<file path="config.mk">
export PLATFORM = sky130hd
export DESIGN_NAME = pe_packet_injector
export DESIGN_NICKNAME = d
export VERILOG_FILES = /design/src/rtl/pe_packet_injector_pkg.sv /design/src/rtl/pe_packet_injector_credit_counter.sv /design/src/rtl/pe_packet_injector.sv
export SDC_FILE = /design/constraint.sdc
export NUM_CORES = 1
export LEC_CHECK = 0
export CAP_MARGIN = 0
export CORE_MARGIN = 1.5
export CORE_UTILIZATION = 25
export CTS_CLUSTER_SIZE = 40
export DETAILED_ROUTE_END_ITERATION = 8
export HOLD_SLACK_MARGIN = 0.1
export MAX_ROUTING_LAYER = met4
export SLEW_MARGIN = 20
export SYNTH_ARGS = -nofsm -noshare
export SYNTH_HDL_FRONTEND = slang
export SYNTH_SLANG_ARGS = --single-unit
</file>
<file path="constraint.sdc">
create_clock -name clk -period 14.3 [get_ports clk]
set_input_delay 2.145 -clock clk [delete_from_list [all_inputs] [get_ports clk]]
set_output_delay 2.145 -clock clk [all_outputs]
set_load 0.05 [all_outputs]
</file>
<file path="src/rtl/pe_packet_injector_pkg.sv">
// Shared constants and types for the PE-side packet injector: flit geometry,
// header tag/field positions and the injector FSM encoding.
package pe_packet_injector_pkg;

  localparam int FLIT_WIDTH   = 32;
  localparam int PACKET_FLITS = 5;
  localparam int BUFFER_DEPTH = 4;
  localparam int COUNT_WIDTH  = 16;

  localparam logic [1:0] HDR_TAG      = 2'b10;
  localparam int         HDR_TAG_LSB  = 30;
  localparam int         HDR_X_LSB    = 27;
  localparam int         HDR_Y_LSB    = 24;
  localparam int         HDR_XY_WIDTH = 3;

  typedef enum logic {
    ST_IDLE = 1'b0,
    ST_SEND = 1'b1
  } inj_state_e;

endpackage

</file>
<file path="src/rtl/pe_packet_injector_credit_counter.sv">
// Credit-based flow-control counter: starts full, counts down per flit sent and
// up per returned credit, saturating at DEPTH with a sticky overflow flag.
module credit_counter #(
  parameter int DEPTH = 4
) (
  input  logic clk,
  input  logic rst,
  input  logic i_consume,
  input  logic i_credit,
  output logic o_has_credit,
  output logic o_error
);

  localparam int            CW   = $clog2(DEPTH + 1);
  localparam logic [CW-1:0] FULL = CW'(DEPTH);

  logic [CW-1:0] r_credits;
  logic          r_error;

  // NOTE: sequential state uses non-blocking assignments so every flop samples
  // pre-edge values regardless of process ordering.
  always_ff @(posedge clk or posedge rst) begin
    if (rst) begin
      r_credits <= FULL;
      r_error   <= 1'b0;
    end else begin
      unique case ({i_consume, i_credit})
        2'b10: if (r_credits != '0) r_credits <= r_credits - 1'b1;
        2'b01: begin
          // A credit at full count means the router returned one it never owed.
          if (r_credits == FULL) r_error   <= 1'b1;
          else                   r_credits <= r_credits + 1'b1;
        end
        default: ;
      endcase
    end
  end

  assign o_has_credit = (r_credits != '0);
  assign o_error      = r_error;

endmodule

</file>
<file path="src/rtl/pe_packet_injector.sv">
// PE transmit stage: captures a whole packet in one handshake, tags the header
// and serialises it onto the router input channel under credit flow control.
module pe_packet_injector #(
  parameter int FLIT_WIDTH   = pe_packet_injector_pkg::FLIT_WIDTH,
  parameter int PACKET_FLITS = pe_packet_injector_pkg::PACKET_FLITS,
  parameter int BUFFER_DEPTH = pe_packet_injector_pkg::BUFFER_DEPTH,
  parameter int COUNT_WIDTH  = pe_packet_injector_pkg::COUNT_WIDTH
) (
  input  logic                               clk,
  input  logic                               reset,
  input  logic [FLIT_WIDTH*PACKET_FLITS-1:0] pe_packet_din,
  input  logic                               pe_packet_valid,
  output logic                               pe_packet_ready,
  output logic [FLIT_WIDTH-1:0]              channel_dout,
  output logic                               channel_valid_dout,
  input  logic                               channel_credit_din,
  output logic [COUNT_WIDTH-1:0]             packet_count,
  output logic                               credit_error
);

  import pe_packet_injector_pkg::*;

  localparam int               IDX_W    = $clog2(PACKET_FLITS);
  localparam logic [IDX_W-1:0] LAST_IDX = IDX_W'(PACKET_FLITS - 1);

  inj_state_e r_state, w_state_next;

  logic [PACKET_FLITS-1:0][FLIT_WIDTH-1:0] r_packet;
  logic [IDX_W-1:0]       r_flit_index;
  logic                   r_ready;
  logic                   r_valid;
  logic [FLIT_WIDTH-1:0]  r_dout;
  logic [COUNT_WIDTH-1:0] r_count;

  logic                  w_accept;
  logic                  w_send;
  logic                  w_last;
  logic                  w_has_credit;
  logic                  w_credit_error;
  logic [FLIT_WIDTH-1:0] w_header;

  // NOTE: every combinational output gets a default first so no path can
  // infer a latch.
  always_comb begin
    w_state_next = r_state;
    w_accept     = 1'b0;
    w_send       = 1'b0;
    w_last       = (r_flit_index == LAST_IDX);
    w_header     = pe_packet_din[FLIT_WIDTH-1:0];
    w_header[HDR_TAG_LSB +: 2] = HDR_TAG;
    unique case (r_state)
      ST_IDLE: begin
        w_accept = pe_packet_valid && r_ready;
        if (w_accept) w_state_next = ST_SEND;
      end
      ST_SEND: begin
        // Decision uses the registered credit count; a credit arriving this
        // cycle only helps next cycle.
        w_send = w_has_credit;
        if (w_send && w_last) w_state_next = ST_IDLE;
      end
      default: w_state_next = ST_IDLE;
    endcase
  end

  always_ff @(posedge clk or posedge reset) begin
    if (reset) r_state <= ST_IDLE;
    else       r_state <= w_state_next;
  end

  always_ff @(posedge clk or posedge reset) begin
    if (reset) begin
      r_ready      <= 1'b1;
      r_valid      <= 1'b0;
      r_dout       <= '0;
      r_flit_index <= '0;
      r_count      <= '0;
    end else begin
      r_ready <= (w_state_next == ST_IDLE);
      r_valid <= w_send;
      if (w_send) r_dout <= r_packet[r_flit_index];
      if (w_accept)    r_flit_index <= '0;
      else if (w_send) r_flit_index <= w_last ? '0 : r_flit_index + 1'b1;
      if (w_send && w_last) r_count <= r_count + 1'b1;
    end
  end

  // NOTE: the holding register is pure data, always written before it is read,
  // so it is left out of reset.
  always_ff @(posedge clk) begin
    if (w_accept) r_packet <= {pe_packet_din[FLIT_WIDTH*PACKET_FLITS-1:FLIT_WIDTH], w_header};
  end

  credit_counter #(
    .DEPTH(BUFFER_DEPTH)
  ) u_credit_counter (
    .clk          (clk),
    .rst          (reset),
    .i_consume    (w_send),
    .i_credit     (channel_credit_din),
    .o_has_credit (w_has_credit),
    .o_error      (w_credit_error)
  );

  assign pe_packet_ready    = r_ready;
  assign channel_dout       = r_dout;
  assign channel_valid_dout = r_valid;
  assign packet_count       = r_count;
  assign credit_error       = w_credit_error;

endmodule

</file>
; After elaboration in Yosys (flattened, before gate mapping)
; Cells that the tools add are included.
[word_totals]
regBits = 216
input_bits = 164
out_inout_bits = 51
wordCells = 47
[op_classes]
add_sub_neg = 4
n_lt_le_gt_ge = 1
n_eq_ne = 6
muxes = 13
n_bitwise = 2
n_reduce_logical = 8
[ops]
columns = op, n
row1 = 32-bit binary-select mux with 3-bit select, 1
row2 = 32-bit 2-to-1 mux, 1
row3 = 16-bit by 1-bit adder with 16-bit output (second input constant), 1
row4 = 3-bit 2-to-1 mux, 5
row5 = 3-bit by 1-bit adder with 3-bit output (second input constant), 2
row6 = 3-bit == test (second input constant), 2
row7 = 3-bit case mux with 2 select lines, 1
row8 = 3-bit by 4-bit < comparator with 1-bit output (second input constant), 1
row9 = 1-bit 2-to-1 mux, 4
row10 = 2-bit != test (second input constant), 2
row11 = 2-bit nonzero test, 2
row12 = 1-bit logical AND, 3
row13 = 3-bit AND reduction, 1
row14 = 3-bit nonzero test, 1
row15 = 3-bit by 1-bit subtractor with 3-bit output (second input constant), 1
row16 = 2-bit by 1-bit == test with 1-bit output (second input constant), 1
row17 = 2-bit == test (second input constant), 1
row18 = 1-bit inverter, 2
row19 = 1-bit case mux with 2 select lines, 1
row20 = 2-bit AND reduction, 1

; Logic depth before layout (Yosys ltp)
; Gate-level depths: netlist of the first run.
[depth]
ltp_word = 5
mapped_depth = 9

; Cells and area by module
; A second synthesis of the first run with hierarchy kept.
[unflattened]
cells_unflattened = 627
area_unflattened_um2 = 8524.4
[by_module_without_submodules]
columns = mod, instances, cells_per_inst, area_each_um2, seq_area_each_um2
row1 = pe_packet_injector, 1, 603, 8285.4, 6097.1
row2 = credit_counter, 1, 24, 239.0, 101.3

; Worst setup path after synthesis of the first run
; Ideal clock, no wire load.
[synth_path]
path_kind = input port to flip-flop
startpoint = input port pe_packet_valid
endpoint = register r_flit_index[0]
setup_time_ns = 0.457
arrival_ns = 9.095
setup_slack_ns = 4.748
path_stages = 3
path_cell_list = nand2_1 -> nor2_1 -> nor3_1
[synth_between]
elab_chain_cells = 3
[synth_rtl]
columns = element, line_no
row1 = "start, declared", pe_packet_injector.sv:12  ; input logic pe_packet_valid,
row2 = 1-bit logical AND (*), pe_packet_injector.sv:53  ; w_accept = pe_packet_valid && r_ready;
row3 = 1-bit 2-to-1 mux (*), pe_packet_injector.sv:51  ; unique case (r_state)
row4 = net w_accept, pe_packet_injector.sv:35  ; logic w_accept;
row5 = 3-bit 2-to-1 mux or 2-bit nonzero test (tied branches), n/a
row6 = "end signal, assigned", pe_packet_injector.sv:83  ; else if (w_send) r_flit_index <= w_last ? '0 : r_flit_index + 1'b1;
row7 = "end, declared", pe_packet_injector.sv:29  ; logic [IDX_W-1:0] r_flit_index;
; The timed path passes the listed nets; every way through them passes the cells marked *.
; A chain may end at the register's enable or synchronous reset.

; Final worst setup path of the first run
[layout_path]
startpoint = register r_ready, in the netlist pe_packet_ready
endpoint = output port pe_packet_ready
[layout_rtl]
columns = element, line_no
row1 = "start, declared", pe_packet_injector.sv:30  ; logic r_ready;
row2 = "start signal, assigned", pe_packet_injector.sv:79  ; r_ready <= (w_state_next == ST_IDLE);
row3 = "end, declared", pe_packet_injector.sv:13  ; output logic pe_packet_ready,
; No word-level cell between the ends.

==> impl_metrics.csv, run 1 <==
group,metric,value,unit
critical_path,critPathBufInv,1,
power,p_leak,4.189,nW
power,p_total,2.407,mW
power,combPwrFrac,0.380,
power,switching_share,0.3775,
clock_network,postCtsHoldBufs,0,
power,ir_drop,108.8,uV
yosys,synth_ff_type,"edfxtp_1",
yosys,synth_area,8548,sq um
clock_network,clkTransAtPathRegs,60,ps
global_routing,grt_max_degree,162,
sta,clock_skew,22.03,ps
yosys,synth_fa_ha_area_frac,0.009660,
critical_path,cp_data_arrival_time,1870,ps
yosys,ys_ff_latch,216,
floorplanning,start_util,0.2543,
placed_design,gp_congestion,0.7464,
drt,wl,21.96,mm
clock_network,clk_path_buf_depth,3,
global_routing,grt_use_met3,0.03088,
yosys,synth_xor_area_frac,0.01947,
critical_path,worstPathCellList,"clkdlybuf4s50_1",
floorplanning,ioPinCount,215,
yosys,synth_cell_types,37,
yosys,synth_top_cell_by_area,"edfxtp_1",
yosys,async_flop_share,0.2685,
yosys,synth_fp_nets,791,
clock_network,cts-root-buf,"clkbuf_16",
power,clkPwrFrac,0.272,
floorplanning,num_rows,67,
power,p_sw,908.7,uW
clock_network,cts_tree,"yes",
drt,drtPass1Iterations,4,
global_routing,busiest_layer,"met2",
power,powerDensity,200.6,nW/um^2
critical_path,end_kind,"primary output",
power,p_seq_frac,0.349,
drt,routedWlPerCell,16.93,um
power,p_int,1.498,mW
clock_network,cts_buffers,25,
floorplanning,die_y,187.9,um
sta,worst_pin_slew,944.3,ps
sta,maxSlewHeadroom,0.3705,
drt,drcViolationCount,0,
yosys,synth_edf_count,158,
placed_design,place_hpwl,13.37,mm
clock_network,clk_latency,530,ps
yosys,synth.most_common_cell,"edfxtp_1",
clock_network,clock-sinks,216,
global_routing,grt_overflow,0,
clock_network,cts_setup_buffers,0,
outcome,status,"complete, no violations",
yosys,synth-simple-area-share,0.1001,
sta,clock.fmax,249.0,MHz
sta,hold_viol,0,
critical_path,crit_family,"buffers and inverters",
sta,period_needed,4016,ps
critical_path,cp-start-kind,"register",
drt,dr.first_iter.drc_count,287,
yosys,synthTopCellsByCount,"edfxtp_1 (158), nand2_1 (75), a21oi_1 (66)",
sta,final-setup-viol-count,0,
yosys,yosys.area.top_type_share,0.5550,
sta,slew_viol_final,0,
critical_path,critPathMaxFanout,3,
drt,vias_per_cell,4.332,
yosys,synth_compound_area_frac,0.1158,
clock_network,cts_htree_levels,1,
global_routing,grt_pass1_wl,33.55,mm
yosys,syn_area_per_cell,13.77,sq um
yosys,synth_mux_area_frac,0.004977,
layout,antenna_cells,0,
critical_path,cp_slowest_cell,"clkdlybuf4s50_1",
layout,nets,1000,
sta,rsz0062_at_grt,"no",
global_routing,grt_use_met1,0.1624,
critical_path,slowest_delay,800,ps
yosys,synth_top_family_by_area,"compound AO/OA/AOI/OAI gates",
sta,setup_tns,0,ps
critical_path,required,12150,ps
yosys,syn_inst,621,
layout,area_growth,40.34,%
drt,antenna_left,0,
global_routing,use_met2,0.2019,
global_routing,grt_pass1_vias,5712,
clock_network,cts_resized,0,
critical_path,critical_path_class,"reg2out",
drt,vias,5618,
placed_design,portBuffers,212,
floorplanning,die_w,187.9,um
run,cap_violations,0,
hold_path,min_path_type,"reg2reg",
yosys,synthTopCellsByArea,"edfxtp_1 (56%), dfrtp_1 (16%), nand2b_1 (4.4%)",
floorplanning,fp.dieArea,35310,sq um
floorplanning,core-area,33620,sq um
layout,drive_gt1_frac,0.07892,
yosys,ys_seq_area_frac,0.7251,
sta,period_share,0.2808,
yosys,ys_warn_count,0,
global_routing,antenna_found_initial,0,
global_routing,track_usage,0.1267,
power by group through the flow:
stage                     registers, mW  logic (mW)  clock network, mW
final                             0.839       0.914              0.654
after global routing              0.853        1.00              0.699
after CTS                         0.841       0.931              0.675
after detailed placement          0.853       0.929                  0
after global placement            0.848       0.920                  0
after floorplan                    1.04       0.425                  0
logic make-up after synthesis:
kind of cell	Yosys count
buf+inv	47
flops	216
mux	4
fa+ha+maj	6
compound gates	163
xor+xnor	19
simple gates	166
cell usage in the layout, fill, tap and decap left out, drive strengths merged, types with 4 or more instances in the layout:
cell type / instances
o22ai: 31
o21ai: 33
nand4: 5
xor2: 5
buf: 8
nor3: 4
inv: 9
nand2: 75
clkdlybuf4s50: 212
nand3: 7
o2bb2ai: 30
edfxtp: 158
xnor2: 14
dfrtp: 56
clkbuf: 30
ha: 5
nor2: 8
nand2b: 60
clkinv: 12
a21oi: 66
registers in the layout (all words and copies together) (netlist names):
| signal | count |
|---|---|
| channel_valid_dout | 1 |
| u_credit_counter.o_error | 1 |
| pe_packet_ready | 1 |
| packet_count | 16 |
| u_credit_counter.r_credits | 3 |
| r_state | 1 |
| channel_dout | 32 |
| r_flit_index | 3 |
| r_packet | 158 |
path summary, 6_finish.rpt:
path | depth (start not counted) | start | slack [ps] | to
worst max register to register | 7 | r_flit_index[1] | 11380 | packet_count[15]
worst min register to register | 1 | u_credit_counter.o_error | 460 | u_credit_counter.o_error
min in group asynchronous | 2 | reset | 1910 | channel_dout[18]
worst min-delay path | 1 | u_credit_counter.o_error | 460 | u_credit_counter.o_error
worst max-delay path | 1 | pe_packet_ready | 10280 | pe_packet_ready
max in group asynchronous | 3 | reset | 11410 | r_flit_index[1]
per-layer routing:
| layer | vias up | share of wire |
|---|---|---|
| li1 | 2696 | - |
| met2 | 180 | 0.46 |
| met3 | 28 | 0.070 |
| met5 | - | 0 |
| met1 | 2714 | 0.44 |
| met4 | 0 | 0.022 |
per-stage QoR:
step / util / setup slack [ps] / hold slack, ps / area, sq um / cells
2_1_floorplan: - / 4748 / 502.2 / 8548 / 621
3_3_place_gp: 0.3311 / 10340 / 455.1 / 11130 / 1250
3_5_place_dp: 0.3311 / 10320 / 455.8 / 11130 / 1250
4_1_cts: 0.3564 / 10260 / 469.2 / 11980 / 1296
5_1_grt: 0.3569 / 10230 / 486.6 / 12000 / 1297
6_report: 0.3569 / 10280 / 462.2 / 12000 / 1297
area by class of cell:
cell class | count | area [sq um]
clock buffer | 30 | 674.4
clock inverter | 16 | 177.7
fill | 3258 | 21620
inverter | 9 | 35.03
multi-input combinational | 358 | 2145
sequential | 216 | 6202
tap | 448 | 560.5
timing repair buffer | 220 | 2202
Power figures use the tool's default switching activity.
==> inputs of run 2 (changes only) <==
- clock period: 14.3 -> 4 ns (I/O delays scaled with it)
==> impl_metrics.csv, run 2 (synthesized netlist as in run 1, its figures left out) <==
group,metric,value,unit
critical_path,rr_worst_depth,7,
placed_design,gp_congestion,0.7576,
global_routing,grt_overflow,0,
drt,wl,22.25,mm
placed_design,dp_slack,1571,ps
clock_network,cts_buffers,24,
floorplanning,core-area,33620,sq um
layout,fillCellCount,3252,
critical_path,r2r-end,"u_credit_counter.r_credits[2]",
drt,vias,5585,
critical_path,critPathBufInv,1,
clock_network,cts_resized,0,
global_routing,grt_pass1_wl,33.98,mm
sta,period_needed,2454,ps
drt,routedWlPerCell,17.15,um
clock_network,cts_htree_levels,1,
clock_network,postCtsHoldBufs,0,
sta,setup_ws,1546,ps
floorplanning,start_util,0.2543,
clock_network,clkTransAtPathRegs,60,ps
floorplanning,ioPinCount,215,
power,ir_drop,412.8,uV
hold_path,min_path_type,"reg2reg",
critical_path,cp_slowest_cell,"clkdlybuf4s50_1",
critical_path,crit_end,"pe_packet_ready",
sta,maxSlewHeadroom,0.3293,
layout,area_growth,39.74,%
critical_path,r2r_start,"u_credit_counter.r_credits[1]",
clock_network,clk_latency,520,ps
critical_path,crit_family,"buffers and inverters",
global_routing,antenna_found_initial,2,
sta,final-setup-viol-count,0,
critical_path,worstPathCellList,"clkdlybuf4s50_1",
sta,worst_pin_slew,1006,ps
placed_design,place_area,11140,sq um
drt,vias_per_cell,4.306,
drt,dr.first_iter.drc_count,263,
layout,final_cell_mix,"clkdlybuf4s50_1 (212), edfxtp_1 (158), nand2_1 (75)",
layout,top_register,"r_packet",
layout,nets,1000,
critical_path,cp_data_arrival_time,1850,ps
placed_design,place_hpwl,13.55,mm
global_routing,track_usage,0.1292,
drt,antenna_left,0,
clock_network,cts_tree,"yes",
floorplanning,die_y,187.9,um
floorplanning,fp.dieArea,35310,sq um
critical_path,slowest_delay,800,ps
layout,largest_register_ffs,158,
global_routing,grt_max_degree,162,
critical_path,end_kind,"primary output",
sta,setup_tns,0,ps
drt,drcViolationCount,0,
sta,clock.fmax,407.5,MHz
layout,drive_gt1_frac,0.07084,
sta,clock_skew,9.668,ps
power,p_leak,4.150,nW
critical_path,cp.depth,1,
critical_path,cp-start-kind,"register",
clock_network,clock-sinks,216,
critical_path,required,3400,ps
sta,period_share,0.6136,
sta,hold_viol,0,
sta,slew_viol_final,0,
clock_network,cts_setup_buffers,0,
critical_path,critical_path_class,"reg2out",
critical_path,crit_path_start,"pe_packet_ready",
outcome,status,"complete, no violations",
floorplanning,num_rows,67,
drt,drtPass1Iterations,4,
power,powerDensity,711.7,nW/um^2
critical_path,r2r_slack,1970,ps
placed_design,portBuffers,212,
floorplanning,die_w,187.9,um
layout,finalInstanceArea,11950,sq um
clock_network,clk_path_buf_depth,3,
sta,rsz0062_at_grt,"no",
clock_network,cts-root-buf,"clkbuf_16",
run,cap_violations,0,
layout,mostFrequentLayoutCell,"clkdlybuf4s50_1",
global_routing,grt_pass1_vias,5851,
critical_path,critPathMaxFanout,3,
run 2: cell count changes in the layout (fill, tap and decap cells not counted):
| cell | previous run | this run |
|---|---|---|
| buf_8 | 1 | 0 |
| clkinvlp_4 | 1 | 3 |
| clkinv_2 | 5 | 3 |
| clkinv_4 | 4 | 0 |
| clkbuf_8 | 3 | 1 |
| inv_6 | 2 | 0 |
| buf_4 | 6 | 8 |
| diode_2 | 0 | 2 |
| clkinv_1 | 3 | 4 |
| clkbuf_1 | 2 | 6 |
run 2: worst min path at each step:
stage                                             start                             to  slack, ps  cells after the start
after global placement         u_credit_counter.o_error       u_credit_counter.o_error        460                      1
after floorplan           u_credit_counter.r_credits[2]  u_credit_counter.r_credits[2]        500                      1
after detailed placement       u_credit_counter.o_error       u_credit_counter.o_error        460                      1
final                                   channel_dout[5]                channel_dout[5]        470                      2
after CTS                      u_credit_counter.o_error       u_credit_counter.o_error        480                      1
after global routing           u_credit_counter.o_error       u_credit_counter.o_error        490                      1
run 2: layout make-up:
cell class	count	area [sq um]	share of cell area
Multi-Input combinational cell	358	2145	0.1795
Clock inverter	11	133.9	0.01121
Clock buffer	32	661.9	0.05541
Tap cell	448	560.5	0.04693
Timing Repair Buffer	221	2202	0.1844
Inverter	9	35.03	0.002933
Antenna cell	2	5.005	0.0004190
Sequential cell	216	6202	0.5192
run 2: routing by layer:
layer | up-vias | wire, um | track usage | share of wire
met1 | 2688 | 9920 | 0.1625 | 0.45
met5 | - | 0 | - | 0
met4 | 0 | 533 | 0.03169 | 0.024
met3 | 34 | 1439 | 0.03388 | 0.065
met2 | 171 | 10360 | 0.2074 | 0.47
li1 | 2692 | - | - | -
run 2: per-stage QoR:
stage / std cells / hold WS, ps / total power [mW] / util
floorplan: 621 / 502.2 / 5.228 / -
global placement: 1252 / 456.5 / 6.317 / 0.3315
detailed placement: 1252 / 464.3 / 6.384 / 0.3315
CTS: 1295 / 477.5 / 8.654 / 0.3552
global route: 1297 / 489.7 / 9.011 / 0.3553
finish: 1297 / 474.9 / 8.502 / 0.3553
run 2: where the power goes:
group / switching, mW / leakage [nW] / internal [mW]
clock network: 0.880 / 0.378 / 1.35
registers: 0.195 / 2.14 / 2.82
logic: 2.13 / 1.63 / 1.13
==> inputs of run 3 (changes only) <==
- clock period: 4 -> 2.3 ns (I/O delays scaled with it)
==> impl_metrics.csv, run 3 (synthesized netlist as in run 1, its figures left out) <==
group,metric,value,unit
outcome,status,"complete, no violations",
clock_network,cts_tree,"yes",
critical_path,cp_data_arrival_time,1870,ps
floorplanning,fp.dieArea,35310,sq um
global_routing,grt_pass1_wl,34.24,mm
clock_network,clock-sinks,216,
placed_design,dp_slack,259.5,ps
layout,fillCellCount,3217,
critical_path,required,1960,ps
critical_path,crit_family,"buffers and inverters",
critical_path,cp-start-kind,"register",
power,p_leak,4.258,nW
drt,drtPass1Iterations,4,
critical_path,cp.depth,1,
layout,mostFrequentLayoutCell,"clkdlybuf4s50_1",
placed_design,gp_congestion,0.7512,
power,powerDensity,1235,nW/um^2
global_routing,grt_overflow,0,
global_routing,grt_pass1_vias,5893,
critical_path,rr_worst_depth,7,
critical_path,critical_path_class,"reg2out",
clock_network,cts_resized,0,
layout,top_register,"r_packet",
placed_design,dp_cells,1261,
placed_design,place_hpwl,14.60,mm
drt,vias_per_cell,4.311,
sta,setup_tns,0,ps
sta,rsz0062_at_grt,"no",
global_routing,grt_max_degree,65,
floorplanning,die_y,187.9,um
critical_path,critPathBufInv,1,
critical_path,critPathMaxFanout,3,
power,ir_drop,697.8,uV
floorplanning,die_w,187.9,um
critical_path,cp_slowest_cell,"clkdlybuf4s50_1",
layout,nets,1011,
clock_network,clk_path_buf_depth,3,
drt,antenna_left,0,
floorplanning,start_util,0.2543,
layout,drive_gt1_frac,0.09059,
drt,wl,22.03,mm
clock_network,cts_htree_levels,1,
global_routing,track_usage,0.1292,
sta,clock.fmax,450.5,MHz
sta,worst_pin_slew,872.3,ps
run,cap_violations,0,
critical_path,end_kind,"primary output",
sta,final-setup-viol-count,0,
sta,hold_viol,0,
layout,layoutNonFillerInstCount,1311,
drt,dr.first_iter.drc_count,226,
layout,area_growth,42.30,%
drt,vias,5652,
hold_path,min_path_type,"in2async",
layout,largest_register_ffs,158,
sta,maxSlewHeadroom,0.4185,
clock_network,clkTransAtPathRegs,60,ps
critical_path,slowest_delay,800,ps
sta,setup_ws,80.37,ps
sta,clock_skew,29.07,ps
floorplanning,ioPinCount,215,
layout,final_cell_mix,"clkdlybuf4s50_1 (212), edfxtp_1 (158), nand2_1 (74)",
floorplanning,core-area,33620,sq um
sta,slew_viol_final,0,
drt,drcViolationCount,0,
sta,period_share,0.9651,
clock_network,cts-root-buf,"clkbuf_16",
sta,period_needed,2220,ps
placed_design,portBuffers,212,
critical_path,worstPathCellList,"clkdlybuf4s50_1",
clock_network,postCtsHoldBufs,0,
drt,routedWlPerCell,16.80,um
floorplanning,num_rows,67,
global_routing,antenna_found_initial,1,
clock_network,clk_latency,550,ps
clock_network,cts_buffers,26,
layout,final_util,0.3619,
clock_network,cts_setup_buffers,0,
## run 3: cell types whose count changed in the layout (fill, tap and decap cells not counted), sizes merged
cell    delta
buf        +9
clkinv     +2
inv        +5
clkbuf     -1
bufinv     -1
## run 3: report_power, final
part	leakage (nW)	switching [mW]	internal [mW]	total (mW)
registers	2.14	0.348	4.89	5.24
clock network	0.411	1.66	2.36	4.02
logic	1.70	3.69	2.06	5.76
## run 3: path summary, 6_finish.rpt
path,startpoint,to,slack (ps)
max,pe_packet_ready,pe_packet_ready,80
min,reset,r_state,190
max reg2reg,u_credit_counter.r_credits[1],u_credit_counter.r_credits[2],320
min reg2reg,packet_count[15],packet_count[15],470
max in group asynchronous,reset,u_credit_counter.r_credits[2],1520
min in group clk,pe_packet_din[113],r_packet[113],340
## run 3: metrics by stage
stage / area [sq um] / hold WS [ps] / power, mW
after global placement: 11300 / 462.3 / 11.11
final: 12160 / 190.8 / 15.02
after floorplan: 8558 / 443.9 / 9.094
after detailed placement: 11300 / 469.2 / 11.22
after CTS: 12160 / 197.6 / 15.32
after global routing: 12160 / 233.4 / 15.93
## run 3: final cells by class
class	count	area, sq um	area share
diodes	2	5.005	0.0004114
clock buffers	31	679.4	0.05585
clock inverters	17	178.9	0.01471
inverters	9	33.78	0.002777
multi-input cells	358	2147	0.1765
flip-flops and latches	216	6202	0.5099
well taps	448	560.5	0.04608
repair buffers	230	2357	0.1938
## run 3: per-layer routing
layer | GRT usage | routed length [um]
met2 | 0.2074 | 10050
met5 | - | 0
met4 | 0.03569 | 644
met3 | 0.03837 | 1641
met1 | 0.1580 | 9692
